## config.mk

```make
export PLATFORM = sky130hd
export DESIGN_NAME = bg_scan_addr_gen
export DESIGN_NICKNAME = d
export VERILOG_FILES = /design/src/rtl/bg_scan_addr_gen.sv
export SDC_FILE = /design/constraint.sdc
export NUM_CORES = 1
export LEC_CHECK = 0
export CAP_MARGIN = 20
export CELL_PAD_IN_SITES_DETAIL_PLACEMENT = 1
export CELL_PAD_IN_SITES_GLOBAL_PLACEMENT = 1
export CORE_MARGIN = 8
export CORE_UTILIZATION = 40
export DETAILED_ROUTE_END_ITERATION = 8
export GPL_ROUTABILITY_DRIVEN = 0
export PLACE_DENSITY = 0.77
export SYNTH_ARGS = -nofsm -noshare
export SYNTH_HDL_FRONTEND = slang
export SYNTH_SLANG_ARGS = --single-unit
```

## constraint.sdc

```tcl
create_clock -name vga_clk -period 9.5 [get_ports vga_clk]
set_input_delay 1.9 -clock vga_clk [delete_from_list [all_inputs] [get_ports vga_clk]]
set_output_delay 1.9 -clock vga_clk [all_outputs]
set_load 0.01 [all_outputs]
```

## src/rtl/bg_scan_addr_gen.sv

```systemverilog
// Raster scan generator for background ROM readers: 640x480 timing, 4x-scaled
// texel addressing with a per-frame wrapping horizontal scroll, sync delayed to match RGB.
module bg_scan_addr_gen #(
    parameter int H_VISIBLE   = 640,
    parameter int H_FP        = 16,
    parameter int H_SYNC      = 96,
    parameter int H_BP        = 48,
    parameter int V_VISIBLE   = 480,
    parameter int V_FP        = 10,
    parameter int V_SYNC      = 2,
    parameter int V_BP        = 33,
    parameter int IMG_W       = 160,
    parameter int IMG_H       = 120,
    parameter int SCALE_SHIFT = 2,
    parameter int ADDR_W      = 15
) (
    input  logic              vga_clk,
    input  logic              reset,
    input  logic [7:0]        scroll_x,
    input  logic              scroll_en,
    output logic [ADDR_W-1:0] rom_address,
    output logic              blank,
    output logic [9:0]        draw_x,
    output logic [9:0]        draw_y,
    output logic              hs,
    output logic              vs,
    output logic              frame_start
);

    localparam int H_TOTAL = H_VISIBLE + H_FP + H_SYNC + H_BP;
    localparam int V_TOTAL = V_VISIBLE + V_FP + V_SYNC + V_BP;

    localparam logic [9:0] H_LAST   = 10'(H_TOTAL - 1);
    localparam logic [9:0] V_LAST   = 10'(V_TOTAL - 1);
    localparam logic [9:0] H_VIS    = 10'(H_VISIBLE);
    localparam logic [9:0] V_VIS    = 10'(V_VISIBLE);
    localparam logic [9:0] HS_START = 10'(H_VISIBLE + H_FP);
    localparam logic [9:0] HS_END   = 10'(H_VISIBLE + H_FP + H_SYNC);
    localparam logic [9:0] VS_START = 10'(V_VISIBLE + V_FP);
    localparam logic [9:0] VS_END   = 10'(V_VISIBLE + V_FP + V_SYNC);

    localparam logic [SCALE_SHIFT-1:0] SUB_LAST = '1;
    localparam logic [SCALE_SHIFT-1:0] SUB_ONE  = SCALE_SHIFT'(1);
    localparam logic [7:0]             U_LAST   = 8'(IMG_W - 1);
    localparam logic [7:0]             IMG_W8   = 8'(IMG_W);
    localparam logic [ADDR_W-1:0]      ROW_STEP = ADDR_W'(IMG_W);
    localparam logic [ADDR_W-1:0]      LAST_ROW = ADDR_W'((IMG_H - 1) * IMG_W);

    logic [9:0]             h_cnt, v_cnt, h_nxt, v_nxt;
    logic                   line_wrap, vis_nxt, hs_raw, vs_raw, hs_raw_nxt, vs_raw_nxt;
    logic [7:0]             scroll_q, scroll_wrapped, u, u_nxt;
    logic                   scroll_load;
    logic [SCALE_SHIFT-1:0] sub, sub_nxt, vsub, vsub_nxt;
    logic [ADDR_W-1:0]      row_base, row_nxt, addr_nxt;

    // Everything is computed for the pixel about to be presented, then registered.
    always_comb begin
        // NOTE: every always_comb output gets a default first so no path can infer a latch.
        row_nxt  = row_base;
        vsub_nxt = vsub;
        u_nxt    = u;
        sub_nxt  = sub + SUB_ONE;

        line_wrap = (h_cnt == H_LAST);
        h_nxt     = line_wrap ? 10'd0 : h_cnt + 10'd1;
        v_nxt     = v_cnt;
        if (line_wrap)
            v_nxt = (v_cnt == V_LAST) ? 10'd0 : v_cnt + 10'd1;

        vis_nxt    = (h_nxt < H_VIS) && (v_nxt < V_VIS);
        hs_raw_nxt = !((h_nxt >= HS_START) && (h_nxt < HS_END));
        vs_raw_nxt = !((v_nxt >= VS_START) && (v_nxt < VS_END));

        if (h_nxt == 10'd0) begin
            u_nxt   = scroll_q;
            sub_nxt = '0;
        end else if (sub == SUB_LAST) begin
            u_nxt = (u == U_LAST) ? 8'd0 : u + 8'd1;
        end

        // Row base holds at the last image row, keeping it inside the ROM during vblank.
        if (line_wrap) begin
            if (v_nxt == 10'd0) begin
                row_nxt  = '0;
                vsub_nxt = '0;
            end else begin
                vsub_nxt = vsub + SUB_ONE;
                if (vsub == SUB_LAST && row_base != LAST_ROW)
                    row_nxt = row_base + ROW_STEP;
            end
        end

        addr_nxt = vis_nxt ? row_nxt + ADDR_W'(u_nxt) : '0;

        // scroll_x < 2*IMG_W, so a single conditional subtraction wraps it.
        scroll_wrapped = (scroll_x >= IMG_W8) ? scroll_x - IMG_W8 : scroll_x;
        scroll_load    = line_wrap && (v_nxt == V_VIS) && scroll_en;
    end

    // NOTE: sequential state uses non-blocking assignments so all registers see pre-edge values.
    always_ff @(posedge vga_clk or posedge reset) begin
        if (reset) begin
            h_cnt       <= H_LAST;
            v_cnt       <= V_LAST;
            draw_x      <= '0;
            draw_y      <= '0;
            blank       <= 1'b0;
            rom_address <= '0;
            frame_start <= 1'b0;
            hs_raw      <= 1'b1;
            vs_raw      <= 1'b1;
            hs          <= 1'b1;
            vs          <= 1'b1;
            scroll_q    <= '0;
            u           <= '0;
            sub         <= '0;
            vsub        <= '0;
            row_base    <= '0;
        end else begin
            h_cnt       <= h_nxt;
            v_cnt       <= v_nxt;
            draw_x      <= h_nxt;
            draw_y      <= v_nxt;
            blank       <= vis_nxt;
            rom_address <= addr_nxt;
            frame_start <= (h_nxt == 10'd0) && (v_nxt == 10'd0);
            hs_raw      <= hs_raw_nxt;
            vs_raw      <= vs_raw_nxt;
            hs          <= hs_raw;
            vs          <= vs_raw;
            u           <= u_nxt;
            sub         <= sub_nxt;
            vsub        <= vsub_nxt;
            row_base    <= row_nxt;
            if (scroll_load)
                scroll_q <= scroll_wrapped;
        end
    end

endmodule

```

-- After elaboration in Yosys (flattened, before gate mapping)
Cells that the tools add are included.
- bits of input ports: 11
- word-level logic and storage cells: 62
- register bits after elaboration: 96
- latch bits: 0
- memories: 0
- memory bits (read-only): 0
- memory bits (writable): 0
- mux-type cells: 13
- shift operators: 0
- order comparisons: 7
- equal/unequal tests: 7
- reductions and logical operators: 11
- div/mod/pow operators: 0
- bitwise logic cells: 0
- $add $sub $neg: 8
- multipliers: 0
- operators with widths (kind ; count):
    $mux 15 ; 4
    $mux 8 ; 4
    $mux 10 ; 3
    $add 10x1->10 const B ; 2
    $eq 10x10->1 const B ; 2
    $logic_not 10->1 ; 2
    $lt 10x10->1 const B ; 2
    $lt 10x9->1 const B ; 2
    $add 15x8->15 ; 1
    $add 15x8->15 const B ; 1
    $ne 15x15->1 const B ; 1
    $eq 10x9->1 const B ; 1
    $ge 10x10->1 const B ; 1
    $ge 10x9->1 const B ; 1
    $add 8x1->8 const B ; 1
    $eq 8x8->1 const B ; 1
    $ge 8x8->1 const B ; 1
    $sub 8x8->8 const B ; 1
    $logic_and 1x1->1 ; 7
    $add 2x1->2 const B ; 2
    $eq 2x2->1 const B ; 2
    $mux 2 ; 2
    $logic_not 1->1 ; 2

-- Depth between registers and ports, before layout
- depth in word-level cells: 8
- depth in mapped cells: 20
- gate-level depth less buffers: 17

-- Worst setup path before layout
OpenSTA, ideal clock, no wires.
- path kind: reg2reg
- from: register h_cnt[0]
- to: register rom_address[14]
- setup time: 86 ps
- buffers on the path: 3
- required time: 9414 ps
- stages on the path, launching flop included: 21
- arrival: 4264 ps
- clock period less this slack: 4350 ps
- setup slack: 5150 ps
- path through: dfstp_2 ha_1 and4_1 buf_6 and3_1 buf_6 nor2_1 or4b_1 nor4_2 buf_4 mux2_1 ha_1 inv_1 fa_1 nor2b_1 o21ai_0 a21o_1 a21oi_1 nand2b_1 o31a_1 nor3_1
- RTL lines (what ; RTL line ; RTL):
    from (decl) ; 49 ; logic [9:0] h_cnt, v_cnt, h_nxt, v_nxt;
    from (signal assigned) ; 120 ; h_cnt <= h_nxt;
    $add 10x1->10 or $eq 10x10->1 (tied branches) ; 65, 64 ;
    $mux 10 (*) ; 65 ; h_nxt = line_wrap ? 10'd0 : h_cnt + 10'd1;
    net h_nxt[3] ; 49 ;
    $logic_not 10->1 (*) ; 74 ; if (h_nxt == 10'd0) begin
    $mux 8 (*) ; 74 ;
    net u_nxt[0] ; 51 ; logic [7:0] scroll_q, scroll_wrapped, u, u_nxt;
    $add 15x8->15 (*) ; 93 ; addr_nxt = vis_nxt ? row_nxt + ADDR_W'(u_nxt) : '0;
    $mux 15 (*) ; 93 ;
    net addr_nxt[14] ; 54 ; logic [ADDR_W-1:0] row_base, row_nxt, addr_nxt;
    to (signal assigned) ; 125 ; rom_address <= addr_nxt;
    to (decl) ; 21 ; output logic [ADDR_W-1:0] rom_address,
Mark *: on every way through the listed nets, which the timed path passes. The rest lies on a longest branch.
A chain may end at the register's enable or synchronous reset.

-- Worst setup path after layout
Ends and elaborated chain as after synthesis.

==> metrics.md <==
| Metric | Value |
|---|---|
| Io pins | 50 |
| Clock sink count | 86 |
| Worst hold slack | 0.358 ns |
| Met2 usage | 0.256 |
| Max Cap Violations | 0 |
| Initial drt markers | 150 |
| Core box area | 11500 um^2 |
| Grt ovf | 0 |
| DRT Wirelength | between 10000 and 15000 um |
| Biggest area consumer among synthesized cells | dfrtp_1 |
| Antenna fix cells | 0 |
| Clk pwr share | 0.501 |
| Ys async rst share | 1.00 |
| CP Class | flip-flop to flip-flop |
| Worst r2r src | h_cnt[0]$_DFF_PP1_ |
| Clk root buf | clkbuf_16 |
| F_max | 0.185 GHz |
| Setup Fix Bufs, Post-CTS | 0 |
| CP endpoint | rom_address[14]$_DFF_PP0_ |
| Post-detail-place hpwl | between 8000 and 9000 um |
| # resized after CTS | 0 |
| Syn Inst Count | 462 |
| Initial Util | 0.412 |
| Most frequent cells in the layout | dfrtp_1, clkdlybuf4s50_1, nor2_1 |
| Clk_lat worst skew | about 0.35 ns |
| Vias in the first global route | a little under 4k |
| Switching power of the nets | between 150 and 200 uW |
| Routed vias/inst | 5.49 |
| Net count after synthesis | a little under 500 |
| Power Density | ~140 nW/um^2 |
| Gate power share | 0.020 |
| TritonCTS clock tree | built |
| Area delta synth->final | 17.9% |
| Rel. slew slack | 0.341 |
| H-Tree Depth | 3 |
| Worst slew pin tran | 0.979 ns |
| Worst Setup SP | h_cnt[0]$_DFF_PP1_ |
| Global-route wire length before repair | approximately 20000 um |
| Syn Std Cell Area | 4720 um^2 |
| Reg2reg end | rom_address[14]$_DFF_PP0_ |
| Status | completed |
| # port buffers | 49 |
| Worst EP required | between 9 and 10 ns |
| Synth Register Bits | 86 |
| Antenna violations before repair | 0 |
| Fill cells | between 1k and 1.5k |
| WL per Instance | ~18 um |
| Final cycle utilization of the critical path | 0.569 |
| R2r worst-path depth | 18 |
| Critical Path AT | about 5.7 ns |
| Post-synth top area share | 0.382 |
| Top_reg_cell synth | dfrtp_1 |
| Critical-path maximum fanout | 16 |
| Clock slew at reported path FFs | approximately 0.060 ns |
| Num CTS Buffers | 9 |
| Slew Viols, Final | 0 |
| Die Y | 125 um |
| Final Cell Area | approximately 5600 um^2 |
| Drt drc | 0 |
| DIE WIDTH | around 120 um |
| Final Hold Viols | 0 |
| Leakage | 0.00247 uW |
| Die footprint | 15500 um^2 |
| Peak supply drop | approximately 0.00015 V |
| CTS hold repair buffers | 0 |
| Dpl cell area | ~5200 um^2 |
| Post-route minimum period | roughly 5.4 ns |
| RSZ-0062 raised after global routing | no |
| Share of cells above drive strength 1 | 0.114 |
| Post-route antenna net violation count | 0 |
| Clock Tree Buf Depth | 2 |
| GR Util met3 | 0.0494 |
| Final-stage net count | between 500 and 600 |
| Crit path capture type | flip-flop |
| Startpoint Class | flip-flop |
| Leading cell type in the layout, fill and taps excluded | dfrtp_1 |
| Via Count | 3531 |
| Fin Setup TNS | 0 ns |
| Sw frac | 0.211 |
| Pin count of the biggest net entering global routing | 87 |
| Clock Skew | between 0.007 and 0.008 ns |
| Std cell rows | 39 |
| Final setup viols | 0 |
| Yosys warnings | 0 |
| Flop-to-flop setup slack | 4.09 ns |
| Avg Inst Size Synth | between 10 and 15 um^2 |
| Post-synth EDFFs | 0 |
| Drt pass-1 iters | 4 |
| Worst min path class | flip-flop to flip-flop |
| Largest cells by area after synthesis | dfrtp_1, dfstp_2, ha_1 |
| GR Util met1 | 0.184 |
| Unique cell type count in the Yosys netlist | between 60 and 70 |
| Post-synthesis sequential area ratio | 0.459 |
| Most Used Layer, Global Route | met2 |
| Flop pwr share | 0.479 |
| Int Pwr | between 600 and 700 uW |
| All-layer global routing usage | 0.155 |
[power groups by stage]
stage	sequential [uW]	clock [uW]	combinational, uW
floorplan	373	0	6.58
global placement	373	0	13.5
detailed placement	373	0	14.2
CTS	366	395	14.3
global route	366	408	17.2
finish	366	384	15.0
[layout make-up]
cell class              count  area, um^2  area share
flip-flops and latches     86        2170       0.390
clock inverters             7        96.3      0.0173
repair buffers             52         533      0.0957
inverters                  16        61.3      0.0110
clock buffers               9         225      0.0404
multi-input cells         330        2300       0.414
well taps                 143         179      0.0321
[kinds of logic after synthesis]
group           Yosys count  synth area share
fa+ha+maj                20            0.0546
buf+inv                  46            0.0525
compound gates           75             0.105
mux                      22            0.0578
xor+xnor                 34            0.0631
flops                    86             0.459
simple gates            179             0.208
[state kept, by name (all words and copies together) (netlist names)]
name         count
rom_address     15
row_base        15
h_cnt           10
v_cnt           10
scroll_q         8
u                8
draw_x           7
draw_y           3
sub              2
vsub             2
blank            1
frame_start      1
hs               1
hs_raw           1
vs               1
vs_raw           1
[worst max-delay path, stage by stage (launching register included)]
cell,delay (ns)
dfstp_2,0.58
ha_1,0.25
and4_1,0.40
and3_1,0.59
nor2_1,0.20
or4b_1,0.61
nor4_2,0.25
buf_4,0.24
mux2_1,0.18
ha_1,0.17
inv_1,0.06
fa_1,0.37
nor2b_1,0.17
o21ai_0,0.12
a21o_1,0.19
a21oi_1,0.30
nand2b_1,0.18
o31a_1,0.27
nor3_1,0.18
[cells in the mapped netlist (8+ instances only)]
| cell | count |
|---|---|
| a21oi_1 | 17 |
| buf_4 | 11 |
| clkbuf_1 | 12 |
| dfrtp_1 | 72 |
| dfstp_2 | 14 |
| ha_1 | 19 |
| inv_1 | 16 |
| mux2_4 | 8 |
| nand2_1 | 34 |
| nand3_1 | 13 |
| nand4_1 | 15 |
| nor2_1 | 44 |
| nor2b_1 | 9 |
| nor3_1 | 14 |
| o21ai_0 | 20 |
| xnor2_1 | 20 |
| xor2_1 | 14 |
[metal layers]
metal	wire length (um)	part of all wire	vias up
met3	492	0.043	18
li1	-	-	1692
met2	5730	0.50	63
met4	221	0.019	0
met1	5130	0.44	1758
met5	0	0	-
[through the flow]
step	std cells	utilization	total power, uW	setup slack [ns]
finish	643	0.486	765	4.09
floorplan	462	-	380	5.15
global route	643	0.486	791	3.71
global placement	626	0.455	387	4.50
detailed placement	626	0.455	387	4.13
CTS	642	0.483	775	4.05
[how the worst min path moves through the flow]
stage	start	cells after the start	to	slack, ns
2_1_floorplan	hs_raw$_DFF_PP1_	0	hs$_DFF_PP1_	0.35
3_3_place_gp	hs_raw$_DFF_PP1_	0	hs$_DFF_PP1_	0.35
3_5_place_dp	vs_raw$_DFF_PP1_	0	vs$_DFF_PP1_	0.35
4_1_cts	vs_raw$_DFF_PP1_	0	vs$_DFF_PP1_	0.36
5_1_grt	vs_raw$_DFF_PP1_	0	vs$_DFF_PP1_	0.36
6_report	vs_raw$_DFF_PP1_	0	vs$_DFF_PP1_	0.36
Power figures use the tool's default switching activity.
